### config.mk
export PLATFORM = sky130hd
export DESIGN_NAME = param_updown_counter
export DESIGN_NICKNAME = d
export VERILOG_FILES = /design/src/rtl/counter_pkg.sv /design/src/rtl/counter_next_calc.sv /design/src/rtl/param_updown_counter.sv
export SDC_FILE = /design/constraint.sdc
export NUM_CORES = 1
export LEC_CHECK = 0
export CORE_MARGIN = 2
export CORE_UTILIZATION = 45
export DETAILED_ROUTE_END_ITERATION = 10
export PLACE_DENSITY = 0.85
export SETUP_SLACK_MARGIN = 0.2
export SLEW_MARGIN = 40
export SYNTH_ARGS = -nofsm -noshare
export SYNTH_HDL_FRONTEND = slang
export SYNTH_SLANG_ARGS = --single-unit
### constraint.sdc
create_clock -name clk -period 4.4 [get_ports clk]
set_input_delay 0.44 -clock clk [delete_from_list [all_inputs] [get_ports clk]]
set_output_delay 0.44 -clock clk [all_outputs]
set_load 0.02 [all_outputs]
### src/rtl/counter_pkg.sv
// Shared types and constants for the parametrised up/down counter family.
package counter_pkg;

   typedef enum logic {MODE_WRAP = 1'b0, MODE_SAT = 1'b1} cnt_mode_e;

   localparam logic UP   = 1'b1;
   localparam logic DOWN = 1'b0;

endpackage

### src/rtl/counter_next_calc.sv
// Combinational next-count calculation for one counting step, with
// boundary-crossing detection for wrap and saturate modes.
module counter_next_calc
   import counter_pkg::*;
#(
   parameter int unsigned WIDTH = 8,
   parameter int unsigned MOD   = 2**WIDTH
) (
   input  logic [WIDTH-1:0] count,
   input  logic [WIDTH-1:0] s,
   input  logic             up_down,
   input  cnt_mode_e        mode,
   output logic [WIDTH-1:0] next_count,
   output logic             wrap_hit,
   output logic             sat_hit
);

   // One extra bit so count+s and count+MOD never overflow.
   localparam logic [WIDTH:0] MODV = (WIDTH+1)'(MOD);
   localparam logic [WIDTH:0] MAXV = (WIDTH+1)'(MOD - 1);

   logic [WIDTH:0] cnt_x;
   logic [WIDTH:0] s_x;
   logic [WIDTH:0] sum;
   logic [WIDTH:0] nxt;

   assign cnt_x = {1'b0, count};
   assign s_x   = {1'b0, s};
   assign sum   = cnt_x + s_x;

   // NOTE: every output of always_comb gets a default first so no path
   // leaves it unassigned, which would otherwise infer a latch.
   always_comb begin
      nxt      = cnt_x;
      wrap_hit = 1'b0;
      sat_hit  = 1'b0;
      if (up_down == UP) begin
         if (sum > MAXV) begin
            if (mode == MODE_WRAP) begin
               nxt      = sum - MODV;
               wrap_hit = 1'b1;
            end else begin
               nxt     = MAXV;
               sat_hit = 1'b1;
            end
         end else begin
            nxt = sum;
         end
      end else begin
         if (s_x > cnt_x) begin
            if (mode == MODE_WRAP) begin
               nxt      = cnt_x + MODV - s_x;
               wrap_hit = 1'b1;
            end else begin
               nxt     = '0;
               sat_hit = 1'b1;
            end
         end else begin
            nxt = cnt_x - s_x;
         end
      end
   end

   assign next_count = nxt[WIDTH-1:0];

endmodule

### src/rtl/param_updown_counter.sv
// Parametrised modulo up/down counter with programmable step, parallel load,
// wrap/saturate modes, terminal-count flags and registered event pulses.
module param_updown_counter
   import counter_pkg::*;
#(
   parameter int unsigned WIDTH  = 8,
   parameter int unsigned MOD    = 2**WIDTH,
   parameter int unsigned STEP_W = 4
) (
   input  logic              clk,
   input  logic              rst,
   input  logic              en,
   input  logic              up_down,
   input  cnt_mode_e         mode,
   input  logic [STEP_W-1:0] step,
   input  logic              load,
   input  logic [WIDTH-1:0]  load_val,
   output logic [WIDTH-1:0]  count,
   output logic              tc_max,
   output logic              tc_min,
   output logic              wrap_evt,
   output logic              sat_evt,
   output logic              load_err
);

   if (MOD < 2 || MOD > 2**WIDTH) begin : g_bad_mod
      $error("param_updown_counter: MOD=%0d outside 2..2**WIDTH", MOD);
   end

   localparam logic [WIDTH-1:0] MAXC = WIDTH'(MOD - 1);
   localparam int unsigned      SW   = (STEP_W > WIDTH) ? STEP_W : WIDTH;
   localparam logic [SW-1:0]    MAXS = SW'(MOD - 1);

   logic [SW-1:0]    step_x;
   logic [WIDTH-1:0] s;
   logic [WIDTH-1:0] next_count;
   logic             wrap_hit;
   logic             sat_hit;
   logic             load_over;

   // Steps larger than a full revolution are clamped to MOD-1.
   assign step_x    = SW'(step);
   assign s         = (step_x > MAXS) ? MAXC : WIDTH'(step_x);
   assign load_over = (load_val > MAXC);

   counter_next_calc #(
      .WIDTH (WIDTH),
      .MOD   (MOD)
   ) u_next (
      .count      (count),
      .s          (s),
      .up_down    (up_down),
      .mode       (mode),
      .next_count (next_count),
      .wrap_hit   (wrap_hit),
      .sat_hit    (sat_hit)
   );

   // NOTE: registers use non-blocking assignments so every flop samples
   // the pre-edge values regardless of statement order.
   always_ff @(posedge clk) begin
      if (!rst) begin
         count    <= '0;
         wrap_evt <= 1'b0;
         sat_evt  <= 1'b0;
         load_err <= 1'b0;
      end else if (load) begin
         count    <= load_over ? MAXC : load_val;
         load_err <= load_over;
         wrap_evt <= 1'b0;
         sat_evt  <= 1'b0;
      end else if (en) begin
         count    <= next_count;
         wrap_evt <= wrap_hit;
         sat_evt  <= sat_hit;
         load_err <= 1'b0;
      end else begin
         wrap_evt <= 1'b0;
         sat_evt  <= 1'b0;
         load_err <= 1'b0;
      end
   end

   assign tc_max = (count == MAXC);
   assign tc_min = (count == '0);

endmodule

# After elaboration in Yosys (flattened, before gate mapping)
# Cells that the tools add are included.
[op_classes] add_sub_neg=5 n_lt_le_gt_ge=4 eq_ne=1 mux=17 bitwise=2 reduce_logical=4
[op_table] cell="$mux 8" n=9
[op_table] cell="$sub 8x8->8" n=2
[op_table] cell="$add 8x8->9" n=1
[op_table] cell="$gt 9x8->1 const B" n=1
[op_table] cell="$add 8x1->8 const B" n=1
[op_table] cell="$eq 8x8->1 const B" n=1
[op_table] cell="$gt 4x8->1 const B" n=1
[op_table] cell="$gt 8x8->1" n=1
[op_table] cell="$gt 8x8->1 const B" n=1
[op_table] cell="$logic_not 8->1" n=1
[op_table] cell="$mux 1" n=8
[op_table] cell="$sub 8x1->8 const B" n=1
[op_table] cell="$reduce_or 3->1" n=1
[op_table] cell="$not 1->1" n=2
[op_table] cell="$reduce_and 2->1" n=1
[op_table] cell="$reduce_bool 2->1" n=1
[word_totals] ff_bits=11 inputBits=18 output_inout_bits=13 elab_cells=37

# Longest topological paths before layout
[depth] word_depth=9 mapped_depth=8

# Hierarchy
# A second synthesis with hierarchy kept.
[hier_totals] cells_unflattened=168 area_unflattened_um2=1376.3
[modules_own_cells] module="counter_next_calc" instances=1 cells_per_inst=121 area_each_um2=839.6 seq_area_each_um2=0.0
[modules_own_cells] module="param_updown_counter" instances=1 cells_per_inst=47 area_each_um2=536.8 seq_area_each_um2=200.2

# Least setup slack after synthesis
# No wires, ideal clock.
[synth_timing] path_type="flip-flop to flip-flop" start="register count[0]" end="register count[3]" t_arrival_ns=2.127 required_ns=4.326 setup_slack_ns=2.199 path_stages_with_launch=9 path_buffers=0 synth_period_minus_slack_ns=2.201 cell_sequence="dfxtp_1 > inv_1 > ha_1 > fa_1 > nand2b_4 > a21oi_2 > o211ai_2 > or3_1 > a31oi_1"
[synth_between] elab_chain_len=7 word_cells_on_any_way=14 classes_between="add/sub (5); order compare (2); mux (7)"
[synth_lines] item="start: declaration" line="param_updown_counter.sv:18" source="output logic [WIDTH-1:0] count,"
[synth_lines] item="start signal: assignment" line="param_updown_counter.sv:68" source="count <= load_over ? MAXC : load_val;"
[synth_lines] item="start signal: assignment" line="param_updown_counter.sv:73" source="count <= next_count;"
[synth_lines] item="$add 8x1->8 / $add 8x8->9 (equally long branches)" line="counter_next_calc.sv:52, counter_next_calc.sv:29"
[synth_lines] item="$sub 8x8->8 / $sub 8x1->8 (equally long branches)" line="counter_next_calc.sv:52, counter_next_calc.sv:40"
[synth_lines] item="$mux 8, on equally long branches" line="counter_next_calc.sv:51, counter_next_calc.sv:39"
[synth_lines] item="$mux 8, on equally long branches" line="counter_next_calc.sv:50, counter_next_calc.sv:38"
[synth_lines] item="$mux 8 *" line="counter_next_calc.sv:37" source="if (up_down == UP) begin"
[synth_lines] item="$mux 8 *" line="param_updown_counter.sv:72" source="end else if (en) begin"
[synth_lines] item="$mux 8 *" line="param_updown_counter.sv:67" source="end else if (load) begin"
# Every way passes the cells marked *; elsewhere a longest branch is shown, timed or not. The select of a mux whose other input is x is not followed.
# A chain may end at the register's enable or synchronous reset.

# Final worst setup path
[layout_timing] start="input port step[0]" end="register count[4]"
[layout_between] elab_chain_len=9 word_cells_on_any_way=15 classes_between="add/sub (4); order compare (3); mux (8)"
[layout_lines] item="start: declaration" line="param_updown_counter.sv:15" source="input logic [STEP_W-1:0] step,"
[layout_lines] item="$gt 4x8->1" line="param_updown_counter.sv:43" source="assign s = (step_x > MAXS) ? MAXC : WIDTH'(step_x);"
[layout_lines] item="$mux 8 *" line="param_updown_counter.sv:43"
[layout_lines] item="$add 8x8->9" line="counter_next_calc.sv:29" source="assign sum = cnt_x + s_x;"
[layout_lines] item="$sub 8x1->8" line="counter_next_calc.sv:40" source="nxt = sum - MODV;"
[layout_lines] item="$mux 8" line="counter_next_calc.sv:39" source="if (mode == MODE_WRAP) begin"
[layout_lines] item="$mux 8" line="counter_next_calc.sv:38" source="if (sum > MAXV) begin"
[layout_lines] item="$mux 8 *" line="counter_next_calc.sv:37"
[layout_lines] item="$mux 8 *" line="param_updown_counter.sv:72"
[layout_lines] item="$mux 8 *" line="param_updown_counter.sv:67"
# Marked as above.

==> results.sh <==
export IMPL_endpoint_kind="flip-flop"
export IMPL_synth_edf_count=0
export IMPL_cp_cell_sequence="clkdlybuf4s50_1, ha_1, fa_1, nor2b_1, o311ai_2, o31ai_1, a221oi_1, a311oi_1"
export IMPL_synthArstFlopShare_pct=0
export IMPL_post_cts_buffers=0
export IMPL_power_density_nw_per_um2=241.9
export IMPL_post_drt_wl_per_cell_um=16.25
export IMPL_switching_share_pct=38.45
export IMPL_rr_endpoint="count[3]"
export IMPL_power_leakage_nw=0.5460
export IMPL_row_count=18
export IMPL_maxSlewViolCount=0
export IMPL_multi_input_area_sq_um=840.8
export IMPL_slew_headroom_pct=64.32
export IMPL_synth_fp_nets=177
export IMPL_startpoint_type="primary input"
export IMPL_regArea_sq_um=200.2
export IMPL_critical_path_top_delay_family="compound AO/OA/AOI/OAI gates"
export IMPL_period_minus_slack_ns=2.539
export IMPL_final_util_pct=59.77
export IMPL_drc=0
export IMPL_hold_end="count[0]"
export IMPL_worst_pin_slew_ns=0.5336
export IMPL_vias=1250
export IMPL_clkSlewWorstSetupHoldPaths_ns=0.07
export IMPL_crit_type="in -> reg"
export IMPL_cts_resized=0
export IMPL_cap_violations=0
export IMPL_hold_class="reg -> reg"
export IMPL_dp_hpwl_um=2549
export IMPL_grt_start_max_net_pins=16
export IMPL_grt_pass1_wl_um=5492
export IMPL_synthCells=149
export IMPL_power_switching_mw=0.1352
export IMPL_fillCellCount=240
export IMPL_path_max_fanout=7
export IMPL_coreArea_sq_um=2432
export IMPL_clk_latency_ns=0.28
export IMPL_cts_tree="built"
export IMPL_rsz0062_at_grt="false"
export IMPL_n_antenna_cell=0
export IMPL_ys_seq_area_share_pct=17.70
export IMPL_clockPowerShare_pct=25.4
export IMPL_r2r_cells=8
export IMPL_min_path_cells=2
export IMPL_numCtsBuffers=3
export IMPL_gp_congestion=0.9654
export IMPL_synthFlopType="dfxtp_1"
export IMPL_grt_pass1_vias=1202
export IMPL_power_internal_mw=0.2164
export IMPL_synth_warnings=0
export IMPL_r2r_start="count[0]"
export IMPL_p_seq_share_pct=31.9
export IMPL_die_w_um=54.14
export IMPL_area_growth_pct=28.54
export IMPL_viasPerCell=6.068
export IMPL_io_buffers=29
export IMPL_grt_ovfl_total=0
export IMPL_hold_violations=0
export IMPL_cts_root_buf="clkbuf_4"
export IMPL_netlist_area_sq_um=1131
export IMPL_clock_skew_ns=0.0009557
export IMPL_cp_startpoint="step[0]"
export IMPL_avgSynthCellArea_sq_um=7.591
export IMPL_drt_wl_total_um=3348
export IMPL_ctsHoldBuffers=0
export IMPL_die_y_um=54.14
export IMPL_finalSetupViolCount=0
export IMPL_grt_use_total_pct=25.66
export IMPL_ios=31
export IMPL_die_area_sq_um=2931
export IMPL_p_total_mw=0.3516
export IMPL_mostFrequentLayoutCells="clkdlybuf4s50_1 (29), o21ai_0 (17), inv_1 (13), nor2_1 (13), a21oi_1 (12)"
export IMPL_max_stage_delay_ns=0.47
export IMPL_ys_ff_latch=10
export IMPL_start_util_pct=46.50
export IMPL_antenna_found_initial=0
export IMPL_htreeDepth=1
export IMPL_finalCritPeriodShare_pct=57.70
export IMPL_drt_first_iter_violations=68
export IMPL_ir_worst_vdd_v=0.0001265
export IMPL_critPathSlowestCell="o311ai_2"
export IMPL_nets=205
export IMPL_synth_distinct_cells=51
export IMPL_hp_start="count[0]"
export IMPL_finalSetupTns_ns=0
export IMPL_run_status="complete, no violations"
export IMPL_worst_path_buf_inv=1
export IMPL_fmax_ghz=0.3939
export IMPL_p_comb_share_pct=42.7
export IMPL_antenna_left=0
export IMPL_layout_commonest_cell="clkdlybuf4s50_1"
export IMPL_cts_sinks=10
export IMPL_rrSetupSlack_ns=2.02
export IMPL_worst_ep_arrival_time_ns=2.70
export IMPL_first_pass_iters=4
export IMPL_clockBufferDepth=2
export IMPL_drive_gt1_share_pct=9.091
export IMPL_required_ns=4.56
-- cell type report --
| class | instances | share of cell area (%) |
|---|---|---|
| multi-input combinational | 120 | 57.83 |
| timing repair buffer | 29 | 19.97 |
| sequential | 10 | 13.77 |
| inverter | 13 | 3.356 |
| tap | 30 | 2.582 |
| clock buffer | 4 | 2.496 |
-- synth_stat cells (all sizes together), types with 4 or more instances --
| master | number | share of area, % |
|---|---|---|
| dfxtp | 10 | 18 |
| a31oi | 6 | 3.3 |
| a21oi | 13 | 6.1 |
| inv | 13 | 4.3 |
| nor2 | 13 | 4.3 |
| o31a | 4 | 3.4 |
| or3 | 4 | 2.7 |
| ha | 8 | 8.8 |
| nor3 | 7 | 3.1 |
| a211oi | 5 | 4.4 |
| o21ai | 17 | 7.5 |
-- cells by family after synthesis --
| group | synth area share, % |
|---|---|
| compound gates | 36.06 |
| xor+xnor | 1.549 |
| fa+ha+maj | 12.39 |
| buf+inv | 7.964 |
| flops | 17.70 |
| other cells | 0.3315 |
| simple gates | 24.01 |
-- power groups by stage --
stage / Clock, mW / Sequential (mW) / Combinational [mW]
finish: 0.0892 / 0.112 / 0.150
global route: 0.0948 / 0.114 / 0.165
CTS: 0.0895 / 0.112 / 0.149
detailed placement: 0 / 0.114 / 0.148
global placement: 0 / 0.113 / 0.145
floorplan: 0 / 0.115 / 0.0941
-- through the flow --
| step | worst slack (ns) | instance area [sq um] | hold WS [ns] | std cells |
|---|---|---|---|---|
| after floorplan | 2.199 | 1131 | 0.5124 | 149 |
| after global placement | 1.631 | 1418 | 0.6041 | 202 |
| after detailed placement | 1.584 | 1418 | 0.6172 | 202 |
| after CTS | 1.874 | 1454 | 0.6279 | 206 |
| after global routing | 1.666 | 1454 | 0.6755 | 206 |
| final | 1.861 | 1454 | 0.6340 | 206 |
-- worst min-delay path: cells and delay by family, from the launching register on --
family             cells  cell delay (ns)
AOI/OAI and AO/OA      2             0.21
DFF                    1             0.38
-- sequential cells by signal, summed over array words and instances, names as in the netlist --
| name | count |
|---|---|
| count | 8 |
| sat_evt | 1 |
| wrap_evt | 1 |
-- worst max-delay path by stage --
stage                     to  slack [ns]  depth (start not counted)
global placement    count[4]        1.63                          8
CTS                 count[4]        1.87                          8
finish              count[4]        1.86                          8
floorplan           count[3]        2.20                          8
global route        count[4]        1.67                          8
detailed placement  count[4]        1.58                          8
-- layer usage --
metal / share of wire [%] / GRT usage [%] / up-vias / wire length, um
li1: - / - / 609 / -
met1: 41 / 31.33 / 577 / 1380
met2: 51 / 44.78 / 58 / 1692
met3: 6.8 / 4.167 / 6 / 229
met4: 1.4 / 9.167 / 0 / 46
met5: 0 / 0 / - / 0
No activity file was read; power rests on OpenSTA's default activity.
